[config.mk]
export PLATFORM = sky130hd
export DESIGN_NAME = muldiv_ctrl
export DESIGN_NICKNAME = d
export VERILOG_FILES = /design/src/rtl/muldiv_ctrl.sv
export SDC_FILE = /design/constraint.sdc
export NUM_CORES = 1
export LEC_CHECK = 0
export BUFFER_PORTS_ARGS = -buffer_cell sky130_fd_sc_hd__buf_2
export CELL_PAD_IN_SITES_DETAIL_PLACEMENT = 0
export CELL_PAD_IN_SITES_GLOBAL_PLACEMENT = 1
export CORE_MARGIN = 4
export CORE_UTILIZATION = 48
export CTS_CLUSTER_SIZE = 10
export DETAILED_ROUTE_END_ITERATION = 6
export PLACE_DENSITY = 0.87
export REMOVE_ABC_BUFFERS = 1
export SLEW_MARGIN = 20
export SYNTH_ARGS = -nofsm -noshare
export SYNTH_HDL_FRONTEND = slang
export SYNTH_SLANG_ARGS = --single-unit
[constraint.sdc]
create_clock -name clk -period 7.1 [get_ports clk]
set_clock_uncertainty 0.1 [all_clocks]
set_input_delay 0.71 -clock clk [delete_from_list [all_inputs] [get_ports clk]]
set_output_delay 0.71 -clock clk [all_outputs]
set_load 0.005 [all_outputs]
[src/rtl/muldiv_ctrl.sv]
// muldiv_ctrl: iterative multiply/divide sequencer owning the MIPS HI/LO
// registers. Shift-add multiply and restoring divide, STEPS steps per cycle.
module muldiv_ctrl #(
   parameter int unsigned STEPS = 1
) (
   input  logic        clk,
   input  logic        rst_n,
   input  logic        op_valid,
   input  logic [2:0]  op_code,
   input  logic [31:0] rs_data,
   input  logic [31:0] rt_data,
   output logic        stall,
   output logic        busy,
   output logic        done,
   output logic [31:0] mf_data,
   output logic [31:0] hi,
   output logic [31:0] lo
);

   localparam int unsigned N = 32 / STEPS;

   typedef enum logic [1:0] {IDLE, MUL, DIV, FIXUP} state_t;

   state_t      state_q, state_d;
   logic [31:0] hi_q, hi_d;
   logic [31:0] lo_q, lo_d;
   // MUL: {acc, multiplier}; DIV: {remainder, quotient}
   logic [63:0] p_q, p_d;
   // multiplicand (MUL) or divisor (DIV) magnitude
   logic [31:0] m_q, m_d;
   logic [5:0]  cnt_q, cnt_d;
   logic        is_div_q, is_div_d;
   // neg_p for MUL, neg_q for DIV
   logic        neg_a_q, neg_a_d;
   logic        neg_r_q, neg_r_d;

   logic        accept;
   logic        is_signed;
   logic [31:0] mag_s, mag_t;
   logic [63:0] p_step;
   logic [32:0] t;

   assign stall  = op_valid & (state_q != IDLE);
   assign accept = op_valid & ~stall;
   assign busy   = (state_q != IDLE);
   assign done   = (state_q == FIXUP);
   assign hi     = hi_q;
   assign lo     = lo_q;

   // Operand sign handling: MULT (0) and DIV (2) are the signed ops
   assign is_signed = ~op_code[2] & ~op_code[0];
   assign mag_s     = (is_signed && rs_data[31]) ? -rs_data : rs_data;
   assign mag_t     = (is_signed && rt_data[31]) ? -rt_data : rt_data;

   // MF read mux from registered HI/LO
   always_comb begin
      mf_data = '0;
      if (op_code == 3'd6) mf_data = hi_q;
      else if (op_code == 3'd7) mf_data = lo_q;
   end

   // STEPS iterations of shift-add multiply or restoring divide
   always_comb begin
      p_step = p_q;
      t      = '0;
      for (int unsigned i = 0; i < STEPS; i++) begin
         if (state_q == MUL) begin
            // 33-bit sum keeps the carry that shifts into acc's MSB
            t      = {1'b0, p_step[63:32]} + (p_step[0] ? {1'b0, m_q} : 33'd0);
            p_step = {t, p_step[31:1]};
         end else begin
            // p_step[63:31] is the remainder after the left shift
            t = p_step[63:31] - {1'b0, m_q};
            if (!t[32]) p_step = {t[31:0], p_step[30:0], 1'b1};
            else        p_step = {p_step[62:0], 1'b0};
         end
      end
   end

   // Next-state, datapath and HI/LO update
   always_comb begin
      state_d  = state_q;
      hi_d     = hi_q;
      lo_d     = lo_q;
      p_d      = p_q;
      m_d      = m_q;
      cnt_d    = cnt_q;
      is_div_d = is_div_q;
      neg_a_d  = neg_a_q;
      neg_r_d  = neg_r_q;
      unique case (state_q)
         IDLE: begin
            if (accept) begin
               unique case (op_code)
                  3'd0, 3'd1: begin
                     m_d      = mag_s;
                     p_d      = {32'b0, mag_t};
                     neg_a_d  = is_signed & (rs_data[31] ^ rt_data[31]);
                     neg_r_d  = 1'b0;
                     is_div_d = 1'b0;
                     cnt_d    = '0;
                     state_d  = MUL;
                  end
                  3'd2, 3'd3: begin
                     is_div_d = 1'b1;
                     cnt_d    = '0;
                     if (rt_data == '0) begin
                        // forced result rides through FIXUP with no sign fixup
                        p_d     = {rs_data, 32'hFFFF_FFFF};
                        neg_a_d = 1'b0;
                        neg_r_d = 1'b0;
                        state_d = FIXUP;
                     end else begin
                        m_d     = mag_t;
                        p_d     = {32'b0, mag_s};
                        neg_a_d = is_signed & (rs_data[31] ^ rt_data[31]);
                        neg_r_d = is_signed & rs_data[31];
                        state_d = DIV;
                     end
                  end
                  3'd4:       hi_d = rs_data;
                  3'd5:       lo_d = rs_data;
                  3'd6, 3'd7: ;
               endcase
            end
         end
         MUL, DIV: begin
            p_d   = p_step;
            cnt_d = cnt_q + 6'd1;
            if (cnt_q == 6'(N - 1)) state_d = FIXUP;
         end
         FIXUP: begin
            if (is_div_q) begin
               lo_d = neg_a_q ? -p_q[31:0]  : p_q[31:0];
               hi_d = neg_r_q ? -p_q[63:32] : p_q[63:32];
            end else begin
               {hi_d, lo_d} = neg_a_q ? -p_q : p_q;
            end
            state_d = IDLE;
         end
      endcase
   end

   // State and datapath registers with synchronous active-low reset
   always_ff @(posedge clk) begin
      if (!rst_n) begin
         state_q  <= IDLE;
         hi_q     <= '0;
         lo_q     <= '0;
         p_q      <= '0;
         m_q      <= '0;
         cnt_q    <= '0;
         is_div_q <= 1'b0;
         neg_a_q  <= 1'b0;
         neg_r_q  <= 1'b0;
      end else begin
         state_q  <= state_d;
         hi_q     <= hi_d;
         lo_q     <= lo_d;
         p_q      <= p_d;
         m_q      <= m_d;
         cnt_q    <= cnt_d;
         is_div_q <= is_div_d;
         neg_a_q  <= neg_a_d;
         neg_r_q  <= neg_r_d;
      end
   end

endmodule

==> impl_metrics.py, run 1 <==
metrics = {
    "run_status": {
        "status": "complete, no violations",
    },
    "critical_path": {
        "ff2ff_path_depth": 14,
        "critPathMaxStageDelay_ps": 750,
        "cp.arrival_ps": 4590,
        "path_class": "in -> reg",
        "crit_chain": "buf_2, or4_1, or3_1, nor3_1, nand3_1, nor2_2, or2_2, nor3_1, a211oi_1, nor2_1",
        "reg2reg_to": "p_q[42]$_SDFFE_PN0P_",
        "worst-path-buf-inv": 1,
        "cp_max_fo": 32,
        "cp-end-kind": "flop",
        "critPathLaunchType": "input port",
        "r2r_setup_slack_ps": 2750,
        "cp_slowest_cell": "nor2_2",
        "cp_common_cell": "nor3_1",
        "r2r_start": "p_q[31]$_SDFFE_PN0P_",
        "crit_required_ps": 7320,
        "cp_top_family": "simple AND/OR/NAND/NOR gates",
    },
    "synth": {
        "synth_area_leaders": "dfxtp_1 (22%), a21oi_1 (7.9%), ha_1 (5.8%), nor2_1 (5.6%), o21ai_0 (5.5%)",
        "synth.distinct_cells": 81,
        "yosysTopAreaCell": "dfxtp_1",
        "synthCells": 2166,
        "async_flop_share_pct": 0,
        "synth-edff-count": 0,
        "ys_ff_latch": 171,
        "syn_area_um2": 15500,
        "yosysWarnings": 0,
        "post_synth.cell_area_avg_um2": 7.17,
        "ys.flop_type": "dfxtp_1",
        "synth_top_cell_area_share_pct": 22.0,
        "yosysSeqAreaShare_pct": 22.0,
    },
    "route": {
        "top_layer_used": "met4",
        "drt_first_iter_violations": 1999,
        "ant_nets": 0,
        "via_per_inst": 6.61,
        "wl_met1_um": 25600,
        "wl_met3_um": 5870,
        "first_pass_iters": 5,
        "drc": 0,
        "totalWireLength_um": 62500,
        "via_count": 17500,
        "wl_per_cell_um": 23.7,
        "route.met2.wl_um": 28000,
    },
    "clock_tree": {
        "cts.sinks": 171,
        "cts_buffers": 17,
        "clk_pin_slew_ps": 70,
        "cts.path.max_buffers": 2,
        "insertion_delay_ps": 440,
        "postCtsSetupBuffers": 0,
        "cts-root-buf": "clkbuf_16",
        "cts_resized": 0,
        "tritoncts": "built",
        "htree_levels": 4,
        "cts_hold_buf": 0,
    },
    "grt": {
        "grt_max_degree": 64,
        "antenna_found_initial": 1,
        "grt_pass1_wl_um": 94600,
        "grt_pass1_vias": 15800,
        "overflow": 0,
        "grt_usage_pct": 33.9,
    },
    "timing": {
        "whs_ps": 359,
        "setup_viol": 0,
        "tns_ps": 0,
        "finalCritPeriodShare_pct": 61.5,
        "slew_headroom_pct": 31.5,
        "period_needed_ps": 4370,
        "fmax_ghz": 0.229,
        "hold_viol": 0,
        "tightest_slew_ps": 1020,
        "fin_ws_ps": 2730,
        "rsz0062_at_grt": "no",
        "drv_slew": 0,
    },
    "cells_and_area": {
        "final_cell_mix": "a21oi_1 (243), nor2_1 (231), o21ai_0 (171), dfxtp_1 (171), nand2_1 (170)",
        "multiInputGateArea_um2": 11300,
        "final_common_cell": "a21oi_1",
        "register_area_um2": 3420,
        "antenna_cells": 0,
        "final_nets": 2374,
        "n_fill_cell": 3212,
        "drive_gt1_share_pct": 12.8,
        "syn_to_final_growth_pct": 10.7,
        "fin_area_um2": 17200,
    },
    "die": {
        "die_w_um": 188,
        "die_area_um2": 35300,
        "ioPinCount": 169,
        "initial_utilization_pct": 49.0,
        "core_um2": 31700,
        "die_h_um": 188,
        "num_rows": 65,
    },
    "power": {
        "switching_share_pct": 53.6,
        "p_int_w": 0.00353,
        "clkPwrFrac_pct": 13.2,
        "pwr-share-comb_pct": 66.0,
        "peakVddDrop_mv": 0.261,
        "leakage_nw": 6.82,
        "pwr-share-seq_pct": 20.7,
        "powerDensity_nw_per_um2": 442,
        "switching_power_w": 0.00408,
    },
    "run": {
        "cap_violations": 0,
    },
    "worst_hold_path": {
        "hp-start": "m_q[2]$_SDFFE_PN0P_",
        "min_path_cells": 2,
        "hp-class": "reg -> reg",
        "min_to": "m_q[2]$_SDFFE_PN0P_",
    },
    "place": {
        "port_buffers": 168,
        "dpl.hpwl_um": 46700,
        "dpl_worst_slack_ps": 2480,
        "place_area_um2": 16600,
        "gp_congestion": 1.02,
    },
}
cell families (layout without fill, tap and decap cells):
kind of cell,after synthesis,count (layout),share of synthesized area [%]
AOI/OAI and AO/OA,785,785,32.3
xor gates and xnor gates,163,163,9.19
adders and majority gates,74,74,6.06
buffers and inverters,221,297,5.51
DFF,171,171,22.0
muxes,53,53,3.48
and+or+nand+nor,699,699,21.4
worst max-delay path by stage:
stage,to,slack (ps),startpoint,cells after the start
after floorplan,p_q[57]$_SDFFE_PN0P_,1940,state_q[0]$_SDFFE_PN0P_,6
after global placement,m_q[29]$_SDFFE_PN0P_,2550,rt_data[24],10
after detailed placement,m_q[29]$_SDFFE_PN0P_,2480,rt_data[6],10
after CTS,p_q[60]$_SDFFE_PN0P_,2860,p_q[31]$_SDFFE_PN0P_,14
after global routing,p_q[60]$_SDFFE_PN0P_,2470,p_q[31]$_SDFFE_PN0P_,14
final,m_q[29]$_SDFFE_PN0P_,2730,rt_data[24],10
area by class of cell:
type / instances / area share (%)
multi-input cells: 1774 / 65.8
flip-flops and latches: 171 / 19.9
repair buffers: 203 / 6.41
well taps: 402 / 2.92
clock buffers: 21 / 2.73
inverters: 63 / 1.37
clock inverters: 10 / 0.822
flip-flops by register name, summed over array words and instances, names as in the netlist:
name	count
hi	32
lo	32
m_q	32
state_q	2
neg_a_q	1
neg_r_q	1
cnt_q	6
p_q	64
is_div_q	1
metal layers:
layer  global-route usage (%)  up-vias
met4                     15.5        0
met3                     5.79      144
met2                     53.4      976
met5                        0        -
met1                     45.3     8261
li1                         -     8099
through the flow:
step,cells,utilization [%],power [W]
after floorplan,2008,-,0.00481
after global placement,2613,52.3,0.00639
after detailed placement,2613,52.3,0.00644
after CTS,2644,54.2,0.00747
after global routing,2644,54.2,0.00805
final,2644,54.2,0.00761
cells in the mapped netlist (27+ instances only):
master and n:
nor3_1 78, nor2_1 232, a21o_1 38, o21ai_0 172, o211ai_1 43, o31ai_1 30
inv_1 61, dfxtp_1 171, mux2i_1 45, ha_1 72, a21oi_1 244, a31oi_1 27
clkbuf_1 135, a211oi_1 52, a22o_1 37, nand2_1 170, nand3_1 60, xnor2_1 86
xor2_1 77
power by group through the flow:
| stage | clock (W) | sequential [W] | combinational, W |
|---|---|---|---|
| finish | 0.00101 | 0.00158 | 0.00502 |
| CTS | 0.00101 | 0.00156 | 0.00490 |
| global placement | 0 | 0.00157 | 0.00482 |
| global route | 0.00105 | 0.00160 | 0.00541 |
| floorplan | 0 | 0.00144 | 0.00337 |
| detailed placement | 0 | 0.00158 | 0.00487 |
worst reg2reg max path: stages, from the launching register on:
cell	delay, ps
dfxtp_1	510
inv_1	80
ha_1	240
fa_1	400
nand2b_1	180
a21oi_1	330
o21ai_0	390
a31oi_1	430
o21ba_2	230
nor3_2	40
buf_4	230
nor2_1	460
buf_4	300
mux2i_1	220
o31ai_1	80
(Power assumes the default switching activity.)
==> run 2, diff against run 1 <==
Settings changed: ABC_AREA set to 1, CORE_UTILIZATION 48 to 38, PLACE_DENSITY 0.87 to 0.78.
Clock period 7.1 ns to 3.85 ns, I/O delays scaled along.
==> impl_metrics.py, run 2 <==
metrics = {
    "run_status": {
        "status": "complete, no violations",
    },
    "timing": {
        "whs_ps": 92.3,
        "rsz0062_at_grt": "no",
        "drv_slew": 0,
        "slew_headroom_pct": 28.3,
        "finalCritPeriodShare_pct": 90.4,
        "period_needed_ps": 3480,
        "tns_ps": 0,
        "setup_viol": 0,
        "tightest_slew_ps": 1070,
        "fmax_ghz": 0.287,
        "hold_viol": 0,
    },
    "synth": {
        "yosysWarnings": 0,
        "synth_top_cell_area_share_pct": 18.4,
        "synth_area_leaders": "dfxtp_1 (18%), nand2_1 (18%), inv_1 (9.9%), nand3_1 (8.8%), a21oi_1 (6.8%)",
        "synth-edff-count": 0,
        "async_flop_share_pct": 0,
        "synthCells": 3346,
        "yosysSeqAreaShare_pct": 18.4,
        "synth.distinct_cells": 53,
        "ys_top_cells_by_count": "nand2_1 (882), inv_1 (490), nand3_1 (327)",
        "post_synth.cell_area_avg_um2": 5.57,
        "ys.flop_type": "dfxtp_1",
        "syn_area_um2": 18600,
        "synth_most_common_cell": "nand2_1",
        "ys_ff_latch": 171,
        "yosysTopAreaCell": "dfxtp_1",
    },
    "die": {
        "num_rows": 80,
        "ioPinCount": 169,
        "die_area_um2": 52700,
        "core_um2": 48100,
        "die_w_um": 229,
        "die_h_um": 229,
        "initial_utilization_pct": 38.7,
    },
    "worst_hold_path": {
        "hp-class": "in -> reg",
    },
    "power": {
        "clkPwrFrac_pct": 10.3,
        "powerDensity_nw_per_um2": 909,
        "leakage_nw": 10.3,
        "switching_power_w": 0.0116,
        "switching_share_pct": 61.3,
        "peakVddDrop_mv": 1.53,
        "pwr-share-seq_pct": 15.1,
        "p_int_w": 0.00735,
        "pwr-share-comb_pct": 74.6,
    },
    "cells_and_area": {
        "syn_to_final_growth_pct": 12.1,
        "finalNonFillerCells": 4128,
        "final_cell_mix": "nand2_1 (882), inv_1 (490), nand3_1 (327)",
        "top_register": "p_q",
        "multiInputGateArea_um2": 12700,
        "final_common_cell": "nand2_1",
        "register_area_um2": 3420,
        "n_fill_cell": 5256,
        "antenna_cells": 0,
        "largest_reg_flops": 64,
        "final_nets": 3604,
        "drive_gt1_share_pct": 10.5,
    },
    "route": {
        "totalWireLength_um": 96500,
        "drc": 0,
        "drt_first_iter_violations": 3002,
        "via_count": 23600,
        "via_per_inst": 5.72,
        "first_pass_iters": 6,
        "ant_nets": 0,
        "wl_per_cell_um": 23.4,
    },
    "grt": {
        "grt_pass1_vias": 21500,
        "antenna_found_initial": 2,
        "grt_pass1_wl_um": 140000,
        "overflow": 0,
        "grt_usage_pct": 35.3,
        "grt_max_degree": 86,
    },
    "clock_tree": {
        "htree_levels": 4,
        "cts.sinks": 171,
        "cts_resized": 0,
        "cts-root-buf": "clkbuf_16",
        "insertion_delay_ps": 500,
        "clk_pin_slew_ps": 80,
        "cts.path.max_buffers": 2,
        "tritoncts": "built",
        "cts_buffers": 17,
        "postCtsSetupBuffers": 0,
        "cts_hold_buf": 0,
    },
    "run": {
        "cap_violations": 0,
    },
    "critical_path": {
        "cp-end-kind": "flop",
        "crit_required_ps": 4110,
        "cp_max_fo": 19,
        "r2r_start": "p_q[0]$_SDFFE_PN0P_",
        "ff2ff_path_depth": 13,
        "path_class": "reg -> reg",
        "worstSetupStartpoint": "p_q[0]$_SDFFE_PN0P_",
        "endpoint": "hi[12]$_SDFFE_PN0P_",
        "reg2reg_to": "hi[12]$_SDFFE_PN0P_",
        "cp.arrival_ps": 3740,
        "critPathLaunchType": "flop",
        "r2r_setup_slack_ps": 370,
    },
    "place": {
        "dp_cells": 4097,
        "dpl.hpwl_um": 77400,
        "gp_congestion": 1.04,
        "port_buffers": 168,
    },
}
## run 2: cell count changes in the layout (fill, tap and decap cells not counted), moves of 37 or more
cell      before  now
nor2_1       231  302
nand3_1       60  327
a22o_1        37    0
o21ai_0      171  243
mux2i_1       45    0
inv_1         61  490
xnor2_1       86   17
a211oi_1      52    4
nand2_1      170  882
nor3_1        77   33
## run 2: worst max-delay path, cell delays in order (launching register included)
cell	delay, ps
dfxtp_1	630
inv_2	220
ha_1	300
nand3_2	200
nor2_4	200
nand3_1	320
nor3_2	430
nand2_1	210
nand2_2	210
nand3_1	130
nand2_1	80
nand2_1	50
nand3_1	160
a31oi_1	100
## run 2: how the worst min path moves through the flow
stage	startpoint	to	slack [ps]	cells after the start
after CTS	rt_data[0]	m_q[0]$_SDFFE_PN0P_	70	3
after detailed placement	lo[0]$_SDFFE_PN0P_	lo[0]$_SDFFE_PN0P_	360	2
after global placement	lo[0]$_SDFFE_PN0P_	lo[0]$_SDFFE_PN0P_	360	2
after floorplan	m_q[14]$_SDFFE_PN0P_	m_q[14]$_SDFFE_PN0P_	350	2
after global routing	rt_data[0]	m_q[0]$_SDFFE_PN0P_	100	3
final	rt_data[0]	m_q[0]$_SDFFE_PN0P_	90	3
## run 2: cells by family after synthesis
family | Yosys count | synth area share [%]
flip-flops | 171 | 18.4
adder cells (fa/ha/maj) | 74 | 5.05
XOR/XNOR | 75 | 3.52
AND/OR/NAND/NOR | 1679 | 38.7
AO/OA/AOI/OAI | 693 | 20.7
buffers and inverters | 654 | 13.7
## run 2: power groups by stage
stage	Sequential, W	Clock [W]	Combinational, W
after global routing	0.00292	0.00204	0.0154
after global placement	0.00290	0	0.0136
after detailed placement	0.00290	0	0.0137
after CTS	0.00286	0.00197	0.0138
final	0.00288	0.00196	0.0142
after floorplan	0.00267	0	0.00891
## run 2: final cells by class
cell class	instances	area share, %
Timing Repair Buffer	238	6.84
Clock inverter	13	0.862
Inverter	511	9.18
Sequential cell	171	16.4
Clock buffer	18	2.10
Multi-Input combinational cell	2521	60.7
Tap cell	656	3.93
## run 2: metal layers
| metal | GRT usage (%) | share of wire [%] | vias up |
|---|---|---|---|
| li1 | - | - | 11200 |
| met1 | 47.9 | 43 | 11000 |
| met2 | 53.9 | 43 | 1233 |
| met3 | 7.89 | 9.4 | 192 |
| met4 | 14.7 | 4.6 | 2 |
| met5 | 0 | 0.013 | - |
## run 2: through the flow
| stage | utilization [%] | setup WS, ps | power, W | cell area, um^2 |
|---|---|---|---|---|
| 6_report | 43.4 | 370 | 0.0190 | 20900 |
| 5_1_grt | 43.4 | 45.8 | 0.0203 | 20900 |
| 4_1_cts | 43.4 | 377 | 0.0186 | 20900 |
| 3_5_place_dp | 42.1 | 413 | 0.0166 | 20300 |
| 3_3_place_gp | 42.1 | 433 | 0.0165 | 20300 |
| 2_1_floorplan | - | -1070 | 0.0116 | 18000 |
==> run 3, diff against run 2 <==
Settings changed: BUFFER_PORTS_ARGS -buffer_cell sky130_fd_sc_hd__buf_2 to unset, CORE_UTILIZATION 38 to 41, DONT_BUFFER_PORTS set to 1.
==> impl_metrics.py, run 3 (synthesis gave the netlist of run 2 again) <==
metrics = {
    "critical_path": {
        "crit_required_ps": 4110,
        "path_class": "reg -> reg",
        "ff2ff_path_depth": 19,
        "cp-end-kind": "flop",
        "cp_max_fo": 31,
        "reg2reg_to": "p_q[34]$_SDFFE_PN0P_",
        "r2r_setup_slack_ps": 560,
        "cp.arrival_ps": 3550,
        "r2r_start": "p_q[31]$_SDFFE_PN0P_",
        "worstSetupStartpoint": "p_q[31]$_SDFFE_PN0P_",
        "endpoint": "p_q[34]$_SDFFE_PN0P_",
        "critPathLaunchType": "flop",
    },
    "power": {
        "powerDensity_nw_per_um2": 925,
        "peakVddDrop_mv": 0.572,
        "total_power_w": 0.0184,
        "leakage_nw": 9.42,
    },
    "timing": {
        "period_needed_ps": 3290,
        "tightest_slew_ps": 1170,
        "drv_slew": 0,
        "hold_viol": 0,
        "finalCritPeriodShare_pct": 85.6,
        "setup_viol": 0,
        "rsz0062_at_grt": "no",
        "slew_headroom_pct": 21.5,
        "fmax_ghz": 0.304,
    },
    "place": {
        "dp_cells": 3849,
        "place_area_um2": 19200,
        "gp_congestion": 1.02,
        "port_buffers": 0,
        "dpl.hpwl_um": 73300,
    },
    "clock_tree": {
        "clk_pin_slew_ps": 90,
        "tritoncts": "built",
        "cts_buffers": 17,
        "htree_levels": 4,
        "cts.sinks": 171,
        "cts-root-buf": "clkbuf_16",
        "cts_resized": 0,
        "insertion_delay_ps": 470,
        "cts.path.max_buffers": 2,
    },
    "route": {
        "first_pass_iters": 6,
        "wl_per_cell_um": 24.1,
        "ant_nets": 0,
        "totalWireLength_um": 93500,
        "drc": 0,
        "drt_first_iter_violations": 2992,
        "via_per_inst": 5.92,
        "via_count": 23000,
    },
    "grt": {
        "grt_usage_pct": 36.3,
        "grt_pass1_wl_um": 137000,
        "grt_pass1_vias": 21000,
        "antenna_found_initial": 1,
        "overflow": 0,
        "grt_max_degree": 97,
    },
    "cells_and_area": {
        "syn_to_final_growth_pct": 6.51,
        "drive_gt1_share_pct": 5.53,
        "finalNonFillerCells": 3883,
        "antenna_cells": 0,
        "fin_area_um2": 19900,
        "final_cell_mix": "nand2_1 (882), inv_1 (489), nand3_1 (325)",
        "top_register": "p_q",
        "final_util_pct": 44.5,
        "final_common_cell": "nand2_1",
        "largest_reg_flops": 64,
        "final_nets": 3423,
    },
    "die": {
        "initial_utilization_pct": 41.8,
        "die_area_um2": 48900,
        "core_um2": 44600,
        "die_w_um": 221,
        "num_rows": 77,
        "die_h_um": 221,
        "ioPinCount": 169,
    },
    "run": {
        "cap_violations": 0,
    },
    "run_status": {
        "status": "complete, no violations",
    },
    "worst_hold_path": {
        "hp-class": "in -> reg",
    },
}
## run 3: worst max-delay path, cell delays in order, from the launching register on
cell      delay (ps)
dfxtp_1          400
clkinv_1         110
ha_1             240
fa_1             430
inv_1             80
nand2_1           40
nand2_1           90
nand3_1           90
nand2_2          140
nand2_1           80
nand2_2          120
nand2_2           80
nand2_2           80
nand2_1           60
nand2_2          520
nand2_1          100
nand3_1          120
nand3_1           90
nand2_1          100
a21oi_1           60
## run 3: layout make-up
class                      count  area [um^2]
sequential                   171         3420
inverter                     511         1920
tap                          592          741
fill                        5008        24800
multi-input combinational   2521        12700
timing repair buffer          57          503
clock buffer                  18          429
clock inverter                13          139
## run 3: through the flow
step / setup TNS (ps) / setup WS, ps / hold slack, ps
after global placement: 0 / 652 / 378
after floorplan: -54390 / -1070 / 347
final: 0 / 556 / 22.6
after CTS: 0 / 592 / 4.53
after global routing: 0 / 231 / 23.9
after detailed placement: 0 / 609 / 381
## run 3: how the worst min path moves through the flow
stage	startpoint	endpoint	slack [ps]	depth (start not counted)
after floorplan	m_q[14]$_SDFFE_PN0P_	m_q[14]$_SDFFE_PN0P_	350	2
after global placement	cnt_q[1]$_SDFFE_PN0P_	cnt_q[1]$_SDFFE_PN0P_	380	2
after detailed placement	lo[1]$_SDFFE_PN0P_	lo[1]$_SDFFE_PN0P_	380	2
after CTS	rs_data[0]	hi[0]$_SDFFE_PN0P_	5	2
after global routing	rs_data[3]	lo[3]$_SDFFE_PN0P_	20	2
final	rs_data[3]	lo[3]$_SDFFE_PN0P_	20	2
## run 3: repair_timing
action,4_1_cts,5_1_grt
endpoints found under the setup margin,0,0
buffers inserted,0,0
hold endpoints to repair,86,0
hold buffers,3,0
## run 3: metal layers
metal  up-vias  wire, um  GRT usage (%)
li1      10800         -              -
met1     10800     39800           49.4
met2      1198     39700           55.4
met3       182      9870           9.54
met4         2      4010           13.0
met5         -        13              0
## run 3: report_power, final
group | leakage (nW) | switching (W) | internal, W
registers | 1.40 | 0.000667 | 0.00220
clock network | 0.278 | 0.000890 | 0.000910
logic | 7.74 | 0.00981 | 0.00388
total | 9.42 | 0.0114 | 0.00700
